`src/rtl/alu_iter.sv`:
```
// Multi-cycle execute-stage ALU: simple ops finish 1 cycle after start, MUL/MULHU/DIVU/REMU after WIDTH+1.
// No backpressure: start is taken only in IDLE and ignored while busy; results are held until the next done.
module alu_iter #(
  parameter  int WIDTH = 32,
  localparam int CNT_W = $clog2(WIDTH) + 1
) (
  input  logic             clk,
  input  logic             rst_n,
  input  logic             start,
  input  logic [3:0]       ALUControl,
  input  logic [WIDTH-1:0] SrcA,
  input  logic [WIDTH-1:0] SrcB,
  output logic [WIDTH-1:0] ALUResult,
  output logic             Zero,
  output logic             busy,
  output logic             done
);

  localparam int SH_W = $clog2(WIDTH);

  typedef enum logic [1:0] {S_IDLE, S_RUN, S_FIN} state_t;

  state_t             r_state;
  logic [3:0]         r_op;
  logic [WIDTH-1:0]   r_opa;
  logic [WIDTH-1:0]   r_opb;
  logic [2*WIDTH-1:0] r_acc;
  logic [CNT_W-1:0]   r_cnt;
  logic               r_zc;

  logic [SH_W-1:0]    w_shamt;
  logic [WIDTH-1:0]   w_simple;
  logic               w_iter;
  logic               w_is_mul;
  logic               w_hi_sel;
  logic [WIDTH:0]     w_mul_sum;
  logic [WIDTH:0]     w_rem_sh;
  logic [WIDTH:0]     w_div_diff;
  logic [2*WIDTH-1:0] w_step;

  assign busy     = (r_state != S_IDLE);
  assign w_shamt  = SrcB[SH_W-1:0];
  assign w_iter   = (ALUControl >= 4'b1010) && (ALUControl <= 4'b1101);
  assign w_is_mul = (r_op[3:1] == 3'b101);
  assign w_hi_sel = (r_op == 4'b1011) || (r_op == 4'b1101);

  always_comb begin
    w_simple = '0;
    case (ALUControl)
      4'b0000: w_simple = SrcA + SrcB;
      4'b0001: w_simple = SrcA - SrcB;
      4'b0010: w_simple = SrcA & SrcB;
      4'b0011: w_simple = SrcA | SrcB;
      4'b0100: w_simple = SrcA ^ SrcB;
      4'b0101: w_simple = {{(WIDTH-1){1'b0}}, ($signed(SrcA) < $signed(SrcB))};
      4'b0110: w_simple = {{(WIDTH-1){1'b0}}, (SrcA < SrcB)};
      4'b0111: w_simple = SrcA << w_shamt;
      4'b1000: w_simple = SrcA >> w_shamt;
      4'b1001: w_simple = $unsigned($signed(SrcA) >>> w_shamt);
      default: w_simple = '0;
    endcase
  end

  // Accumulator layout: multiply keeps {product_hi, multiplier}; divide keeps {remainder, quotient/dividend}.
  always_comb begin
    w_mul_sum  = {1'b0, r_acc[2*WIDTH-1:WIDTH]} + (r_acc[0] ? {1'b0, r_opa} : {(WIDTH+1){1'b0}});
    w_rem_sh   = r_acc[2*WIDTH-1:WIDTH-1];
    w_div_diff = w_rem_sh - {1'b0, r_opb};
    if (w_is_mul) begin
      w_step = {w_mul_sum, r_acc[WIDTH-1:1]};
    end else if (w_div_diff[WIDTH]) begin
      w_step = {w_rem_sh[WIDTH-1:0], r_acc[WIDTH-2:0], 1'b0};
    end else begin
      w_step = {w_div_diff[WIDTH-1:0], r_acc[WIDTH-2:0], 1'b1};
    end
  end

  always_ff @(posedge clk or negedge rst_n) begin
    if (!rst_n) begin
      r_state   <= S_IDLE;
      r_op      <= '0;
      r_opa     <= '0;
      r_opb     <= '0;
      r_acc     <= '0;
      r_cnt     <= '0;
      r_zc      <= 1'b0;
      ALUResult <= '0;
      Zero      <= 1'b0;
      done      <= 1'b0;
    end else begin
      done <= 1'b0;
      case (r_state)
        S_IDLE: begin
          if (start) begin
            r_op  <= ALUControl;
            r_opa <= SrcA;
            r_opb <= SrcB;
            r_zc  <= (SrcA == SrcB);
            r_cnt <= '0;
            if (w_iter) begin
              r_acc   <= (ALUControl[3:1] == 3'b101) ? {{WIDTH{1'b0}}, SrcB} : {{WIDTH{1'b0}}, SrcA};
              r_state <= S_RUN;
            end else begin
              r_acc   <= {{WIDTH{1'b0}}, w_simple};
              r_state <= S_FIN;
            end
          end
        end
        S_RUN: begin
          r_acc <= w_step;
          r_cnt <= r_cnt + 1'b1;
          // Fixed WIDTH steps even for divide-by-zero, which naturally yields all-ones / dividend.
          if (r_cnt == CNT_W'(WIDTH-1)) begin
            r_state <= S_FIN;
          end
        end
        S_FIN: begin
          ALUResult <= w_hi_sel ? r_acc[2*WIDTH-1:WIDTH] : r_acc[WIDTH-1:0];
          Zero      <= r_zc;
          done      <= 1'b1;
          r_state   <= S_IDLE;
        end
        default: r_state <= S_IDLE;
      endcase
    end
  end

endmodule

```
`config.mk`:
```
export PLATFORM = sky130hd
export DESIGN_NAME = alu_iter
export DESIGN_NICKNAME = d
export VERILOG_FILES = /design/src/rtl/alu_iter.sv
export SDC_FILE = /design/constraint.sdc
export NUM_CORES = 1
export LEC_CHECK = 0
export ABC_CLOCK_PERIOD_IN_PS = 3750
export CORE_ASPECT_RATIO = 1.2
export CORE_UTILIZATION = 35
export CTS_BUF_LIST = sky130_fd_sc_hd__clkbuf_8
export CTS_CLUSTER_SIZE = 30
export DETAILED_ROUTE_END_ITERATION = 16
export SYNTH_ARGS = -nofsm -noshare
export SYNTH_HDL_FRONTEND = slang
export SYNTH_SLANG_ARGS = --single-unit
```
`constraint.sdc`:
```
create_clock -name clk -period 3.75 [get_ports clk]
set_input_delay 0.75 -clock clk [delete_from_list [all_inputs] [get_ports clk]]
set_output_delay 0.75 -clock clk [all_outputs]
set_load 0.03 [all_outputs]
```
## Word-level counts from Yosys, hierarchy flattened

Index checks and enable logic that the tools add are counted.

- Register bits after elaboration: 175
- Input bits: 71
- Output and inout bits: 35
- Word-level logic and storage cells: 69

- Add/subtract/negate cells: 5
- $lt $le $gt $ge: 4
- Equal/unequal tests: 19
- Shift operators: 3
- Mux-type cells: 16
- Bitwise logic cells: 3
- Reduce and logical (&&, ||, !) cells: 9

Operator list:

| operator | count |
|---|---|
| $pmux W32 S10 | 1 |
| $mux W64 | 3 |
| $mux W32 | 4 |
| $pmux W64 S2 | 1 |
| $lt A32 B32 Y1 | 2 |
| $add A32 B32 Y33 | 1 |
| $sub A33 B32 Y33 | 1 |
| $add A32 B32 Y32 | 1 |
| $and A32 B32 Y32 | 1 |
| $eq A32 B32 Y1 | 1 |
| $or A32 B32 Y32 | 1 |
| $shl A32 B5 Y32 | 1 |
| $shr A32 B5 Y32 | 1 |
| $sshr A32 B5 Y32 | 1 |
| $sub A32 B32 Y32 | 1 |
| $xor A32 B32 Y32 | 1 |
| $eq A4 B3 Y1 const B | 4 |
| $eq A4 B4 Y1 const B | 4 |
| $pmux W6 S2 | 1 |
| $eq A4 B2 Y1 const B | 2 |
| $add A6 B1 Y6 const B | 1 |
| $eq A3 B3 Y1 const B | 2 |
| $eq A6 B5 Y1 const B | 1 |
| $mux W2 | 3 |
| 15 further kinds | 19 |

## Logic depth before layout (Yosys ltp)

Gate-level depths: netlist (run 1).

- Depth after elaboration: 5
- Gate-level depth with buffers: 16

## Worst setup path after synthesis (run 1)

OpenSTA, ideal clock, no wires.

- Path kind: input port to flip-flop
- Start point: in SrcB[2]
- End point: reg r_acc[31]
- Library setup time: 124 ps
- Arrival: 4104 ps
- Required time: 3626 ps
- Slack: -478 ps
- Stages on the path: 15
- Path buffers: 4
- Cells stage by stage: inv_1 -> buf_2 -> buf_1 -> clkbuf_1 -> ha_1 -> buf_2 -> nor3_1 -> o31ai_1 -> a31oi_2 -> a2111oi_4 -> o41ai_4 -> a31oi_1 -> a2111oi_0 -> o221a_2 -> a21oi_1

- Cells in the longest elaborated chain, start to end: 5
- Elaborated cells on any way between the ends: 9
- Those cells by class: add/sub: 2; shift: 3; mux: 4

RTL lines:

| what | line | source |
|---|---|---|
| start: declaration | 12 | `input logic [WIDTH-1:0] SrcB,` |
| $sub A32 B32 Y32, or another cell as far along | 51 | `4'b0001: w_simple = SrcA - SrcB;` |
| $pmux W32 S10 (*) | 49 | `case (ALUControl)` |
| $mux W32 (*) | 100 | `if (w_iter) begin` |
| $mux W64 (*) | 94 | `if (start) begin` |
| $pmux W64 S2 (*) | 92 | `case (r_state)` |
| end signal: assignment | 101 | `r_acc <= (ALUControl[3:1] == 3'b101) ? {{WIDTH{1'b0}}, SrcB} : {{WIDTH{1'b0}}, SrcA};` |
| end signal: assignment | 104 | `r_acc <= {{WIDTH{1'b0}}, w_simple};` |
| end signal: assignment | 110 | `r_acc <= w_step;` |
| end: declaration | 27 | `logic [2*WIDTH-1:0] r_acc;` |

Mark *: on every way between the ends. The rest lies on a longest branch, timed or not. The select of a mux whose other input is x is not followed.
A chain may end at the register's enable or synchronous reset.

## Final worst setup path (run 1)

- Start point: in SrcA[20]
- End point: reg r_acc[4]

- Cells in the longest elaborated chain, start to end: 5
- Elaborated cells on any way between the ends: 7
- Those cells by class: shift: 3; mux: 4

RTL lines:

| what | line | source |
|---|---|---|
| start: declaration | 11 | `input logic [WIDTH-1:0] SrcA,` |
| $sshr A32 B5 Y32, or another cell as far along | 59 | `4'b1001: w_simple = $unsigned($signed(SrcA) >>> w_shamt);` |
| $pmux W32 S10 (*) | 49 |  |
| $mux W32 (*) | 100 |  |
| $mux W64 (*) | 94 |  |
| $pmux W64 S2 (*) | 92 |  |

Marked as above.

==> results.ini, run 1 <==
[synthesis]
synth-warning-count = 0
yosysTopAreaCellShare = 0.215
yosysUniqueCellTypes = 85
synth_edf_count = 0
async_flop_share = 1.00
ys.flop_type = dfrtp_1
syn_nets = 2926
synth_area_leaders = dfrtp_1 22%, ha_1 10%, o21ai_0 7.0%
syn_inst = 2689
ys_seq_elements = 175
ys_seq_area_frac = 0.215
synth_top_cell_by_area = dfrtp_1
postSynthAreaPerCell_um2 = 7.57
syn_area_um2 = 20400

[detailed_routing]
antenna_left = 0
routed_wl_mm = 96.4
drc_errors = 0
first_pass_iters = 6
viasPerCell = 5.91
via_count = 22900
wl_per_cell_um = 25.0
drt_iter0_drc = 2257

[finish]
stdcell_area_um2 = 26000
layout_commonest_cell = buf_4
syn_to_final_growth_pct = 27.6
final_core_util = 0.453
register_area_um2 = 4380
layout_common_cells = 475 x buf_4, 348 x nand2_1, 282 x o21ai_0, 200 x a21oi_1, 190 x nor2_1
final_nets = 3350
drive_above_1_share = 0.207
nFillCells = 5782
fin_cells = 3864
multi_input_area_um2 = 14900

[sta]
setup_slack_ps = 73.8
finalSetupTns_ps = 0
setup-violations-final = 0
finalMaxSlewViolations = 0
fmax_ghz = 0.272
finalCritPeriodShare = 0.980
hold_viol = 0
tightest_slew_ps = 918
rsz0062_at_grt = no
timing.final.crit_period_ps = 3680
hold_ws_ps = 239
skew_ps = 30.4
worst_slew_margin_rel = 0.388

[power_and_ir_drop]
p_leak_nw = 11.7
finalPower_mw = 14.3
max-vdd-ir-drop_mv = 0.316
cellPowerDensity_nw_per_um2 = 549

[floorplan]
start_util = 0.355
die_h_um = 266
die_w_um = 222
die_area_um2 = 59200
core_area_um2 = 57300
ios = 106
std_cell_rows = 96

[cts]
clockBufferDepth = 2
h-tree-depth = 4
cts_made_buffers = 17
cts_tree = yes
clockRootBuffer = clkbuf_8
clk_pin_slew_ps = 120
ctsHoldBuffers = 0
clkSinkCount = 175
insertion_delay_ps = 530

[global_routing]
grt_max_degree = 79
grtUsageTotal = 0.320
grt_pass1_wl_mm = 142
antenna_found_initial = 6
grt_overflow = 0
grt_pass1_vias = 22300

[place]
place_hpwl_mm = 79.4
pre_cts_slack_ps = -574
place_area_um2 = 25400
gp_congestion = 1.02
numPlacedInstances = 3826
port_buffers = 105

[critical_path]
crit_path_end_kind = flip-flop
path_class = input pin to flip-flop
cp-start-kind = input pin
worst-path-max-fanout = 7
reg2reg_slack_ps = 80
cp.required_ps = 4150
cp.arrival_ps = 4080

[job]
maxCapViolCount = 0

[hold_path]
min_path_type = input pin to async pin

[run_status]
outcome = completed

sequential cells by signal, summed over array words and instances (netlist names), 2 cells and up:
register   count
ALUResult     32
r_cnt          6
r_state        2
r_acc         64
r_opb         32
r_opa         32
r_op           4
layout make-up:
class,count,share of cell area
Clock inverter,15,0.00756
Timing Repair Buffer,592,0.186
Multi-Input combinational cell,2185,0.572
Tap cell,735,0.0354
Inverter,142,0.0205
Sequential cell,175,0.169
Clock buffer,17,0.00901
Antenna cell,3,0.000289
synthesized netlist by cell type, drive strengths merged, types with 9 or more instances:
cell type  instances
nor4              17
o21a              21
nand4             10
or2               11
a22oi             43
a221oi            10
a211oi            44
nand3            104
xor2              23
nand2b            15
mux2i             94
nor2             195
nor3              77
a311oi            10
nand2            349
and2              47
o31ai              9
a21oi            200
inv              140
a31oi             36
or3               23
o221ai            20
o21ai            293
a2111oi           21
ha               162
mux2              13
and3              13
dfrtp            175
o211ai            33
xnor2             47
clkbuf           145
nor2b             14
a21o              37
o21bai            14
buf               42
mux4              45
per-layer routing:
metal	up-vias	GRT usage	share of wire
met4	2	0.157	0.049
met3	191	0.0271	0.057
met2	894	0.535	0.47
met5	-	0	0.00013
met1	11100	0.416	0.43
li1	10700	-	-
report_power, final:
part           total [mW]  leakage [nW]  switching, mW  internal, mW
clock                1.42         0.212          0.903         0.518
combinational        9.46          9.27           5.66          3.80
sequential           3.37          2.21          0.690          2.68
worst max-delay path, stage by stage:
cell and delay, ps:
clkdlybuf4s50_1 560, buf_4 270, buf_4 190, mux4_2 480, mux2_2 310, nand2_1 70
nand2_1 140, a21oi_1 190, a21oi_1 80, o41ai_1 750, buf_4 220, o21ai_0 60
timing repair:
item / in CTS / in global routing
setup buffers: 0 / 4
endpoints found under the setup margin: 11 / 15
pin swaps: 2 / 15
resized for setup: 8 / 27
final timing paths:
check                      depth (start not counted)       from        end
setup / recovery                                  12   SrcA[20]   r_acc[4]
hold / removal                                     1      rst_n  r_opb[28]
setup reg to reg                                  14  r_acc[31]  r_acc[35]
hold reg to reg                                    2  r_opa[10]  r_opa[10]
max in group asynchronous                          2      rst_n  r_opa[26]
min in group clk                                   2  r_opa[10]  r_opa[10]
kinds of logic (layout without fill, tap and decap cells):
logic type                 count (synthesis)  after routing  share of synthesized area
adders and majority gates                166            166                      0.103
other                                      0              3                          0
xor gates and xnor gates                  70             70                     0.0301
and+or+nand+nor                          908            908                      0.204
muxes                                    152            152                      0.103
DFF                                      175            175                      0.215
buffers and inverters                    329            766                     0.0635
AOI/OAI and AO/OA                        889            889                      0.281
Power figures use the tool's default switching activity.
==> run 2: changes to the inputs <==
--- a/config.mk
+++ b/config.mk
@@ -9,7 +9,7 @@
 export CORE_ASPECT_RATIO = 1.2
 export CORE_UTILIZATION = 35
 export CTS_BUF_LIST = sky130_fd_sc_hd__clkbuf_8
-export CTS_CLUSTER_SIZE = 30
+export CTS_CLUSTER_SIZE = 16
 export DETAILED_ROUTE_END_ITERATION = 16
 export SYNTH_ARGS = -nofsm -noshare
 export SYNTH_HDL_FRONTEND = slang
==> constraint.sdc (replaced) <==
create_clock -name clk -period 3.75 [get_ports clk]
set_input_delay 0.9375 -clock clk [delete_from_list [all_inputs] [get_ports clk]]
set_output_delay 0.9375 -clock clk [all_outputs]
set_load 0.03 [all_outputs]
==> results.ini, run 2 (synthesis gave the netlist of run 1 again) <==
[run_status]
outcome = completed

[sta]
finalCritPeriodShare = 0.989
setup_slack_ps = 43.1
hold_viol = 0
finalSetupTns_ps = 0
fmax_ghz = 0.270
tightest_slew_ps = 785
finalMaxSlewViolations = 0
worst_slew_margin_rel = 0.477
skew_ps = 27.9
setup-violations-final = 0
timing.final.crit_period_ps = 3710

[floorplan]
start_util = 0.355
core_area_um2 = 57300
die_w_um = 222
die_area_um2 = 59200
std_cell_rows = 96
die_h_um = 266
ios = 106

[detailed_routing]
highest_layer = met5
via_count = 23300
met1_length_mm = 40.6
viasPerCell = 5.94
first_pass_iters = 7
wl_per_cell_um = 24.5
wl_met3_mm = 6.26
routed_wl_mm = 96.1
drt_iter0_drc = 2229
wl_met2_mm = 44.7
antenna_left = 0
drc_errors = 0

[cts]
cts_made_buffers = 17
clkSinkCount = 175
ctsHoldBuffers = 0
clk_pin_slew_ps = 120
cts_tree = yes
insertion_delay_ps = 520
clockBufferDepth = 2
clockRootBuffer = clkbuf_8
h-tree-depth = 4

[critical_path]
path_delay_family = compound AO/OA/AOI/OAI gates
path_depth = 14
crit_path_end_kind = flip-flop
crit_path_frequent_cell = buf_4
path_cells = clkdlybuf4s50_1 > inv_1 > ha_1 > buf_4 > a21o_1 > a31oi_4 > a2111oi_4 > o41ai_4 > buf_4 > a211oi_2 > buf_4 > o31a_1 > a21o_1 > a21oi_1
critPathBufInv = 5
rr_endpoint = r_acc[59]
cp.required_ps = 4210
reg2regPathDepth = 14
critPathSlowestCell = o41ai_4
cp-start-kind = input pin
worst-path-max-fanout = 9
path_class = input pin to flip-flop
cpPeakStageDelay_ps = 630
reg2reg_slack_ps = 100
r2r_start = r_acc[0]
cp.arrival_ps = 4170

[place]
port_buffers = 105
numPlacedInstances = 3887
place_area_um2 = 25900
gp_congestion = 1.04
place_hpwl_mm = 78.3
pre_cts_slack_ps = -697

[global_routing]
grt_overflow = 0
grtUsageTotal = 0.321
grt_pass1_vias = 22800
grt_pass1_wl_mm = 143
antenna_found_initial = 2
grt_max_degree = 75

[job]
maxCapViolCount = 0

[finish]
drive_above_1_share = 0.233
final_nets = 3411
layout_common_cells = 533 x buf_4, 348 x nand2_1, 275 x o21ai_0, 200 x a21oi_1, 189 x nor2_1
largest_reg_flops = 64
fin_cells = 3923
regMostFlops = r_acc
syn_to_final_growth_pct = 31.3
layout_commonest_cell = buf_4
stdcell_area_um2 = 26700

[power_and_ir_drop]
cellPowerDensity_nw_per_um2 = 539
max-vdd-ir-drop_mv = 0.250
p_leak_nw = 12.1

[hold_path]
min_path_type = input pin to async pin

[run 2: metrics by stage]
stage / hold slack [ps] / util / power, mW
4_1_cts: 369 / 0.462 / 14.2
3_3_place_gp: 456 / 0.453 / 12.5
3_5_place_dp: 462 / 0.453 / 12.7
5_1_grt: 385 / 0.467 / 15.4
6_report: 357 / 0.467 / 14.4
2_1_floorplan: 438 / - / 8.86
[run 2: layout make-up]
cell class	count	area [um^2]
clock buffers	17	234
clock inverters	15	193
inverters	142	537
diodes	1	2.50
repair buffers	653	5350
multi-input cells	2185	15100
flip-flops and latches	175	4380
well taps	735	920
fillers	5697	30600
[run 2: worst register-to-register path: cells and delay by family (launching register included)]
kind / cells / cell delay [ps]
simple gates: 3 / 620
buf+inv: 2 / 360
compound gates: 6 / 1280
flops: 1 / 430
fa+ha+maj: 2 / 670
xor+xnor: 1 / 150
[run 2: timing repair]
item,in CTS,in global routing
gates resized for setup,20,60
endpoints found under the setup margin,19,18
setup buffers,2,1
gates cloned,0,0
pin swaps,9,23
[run 2: report_power, final]
group / switching, mW / internal, mW / total, mW
Clock: 0.876 / 0.572 / 1.45
Sequential: 0.654 / 2.68 / 3.33
Combinational: 5.72 / 3.92 / 9.64
[run 2: how the worst max path moves through the flow]
stage	from	endpoint	slack, ps
5_1_grt	SrcB[7]	r_acc[25]	-40
6_report	SrcB[7]	r_acc[25]	40
2_1_floorplan	SrcB[2]	r_acc[27]	-60
3_3_place_gp	SrcA[8]	r_acc[31]	-640
3_5_place_dp	SrcA[10]	r_acc[29]	-700
4_1_cts	SrcA[9]	r_acc[28]	20
[run 2: metal layers]
layer | track usage | up-vias
met3 | 0.0373 | 196
li1 | - | 10800
met2 | 0.530 | 1025
met5 | 0 | -
met4 | 0.150 | 2
met1 | 0.417 | 11300
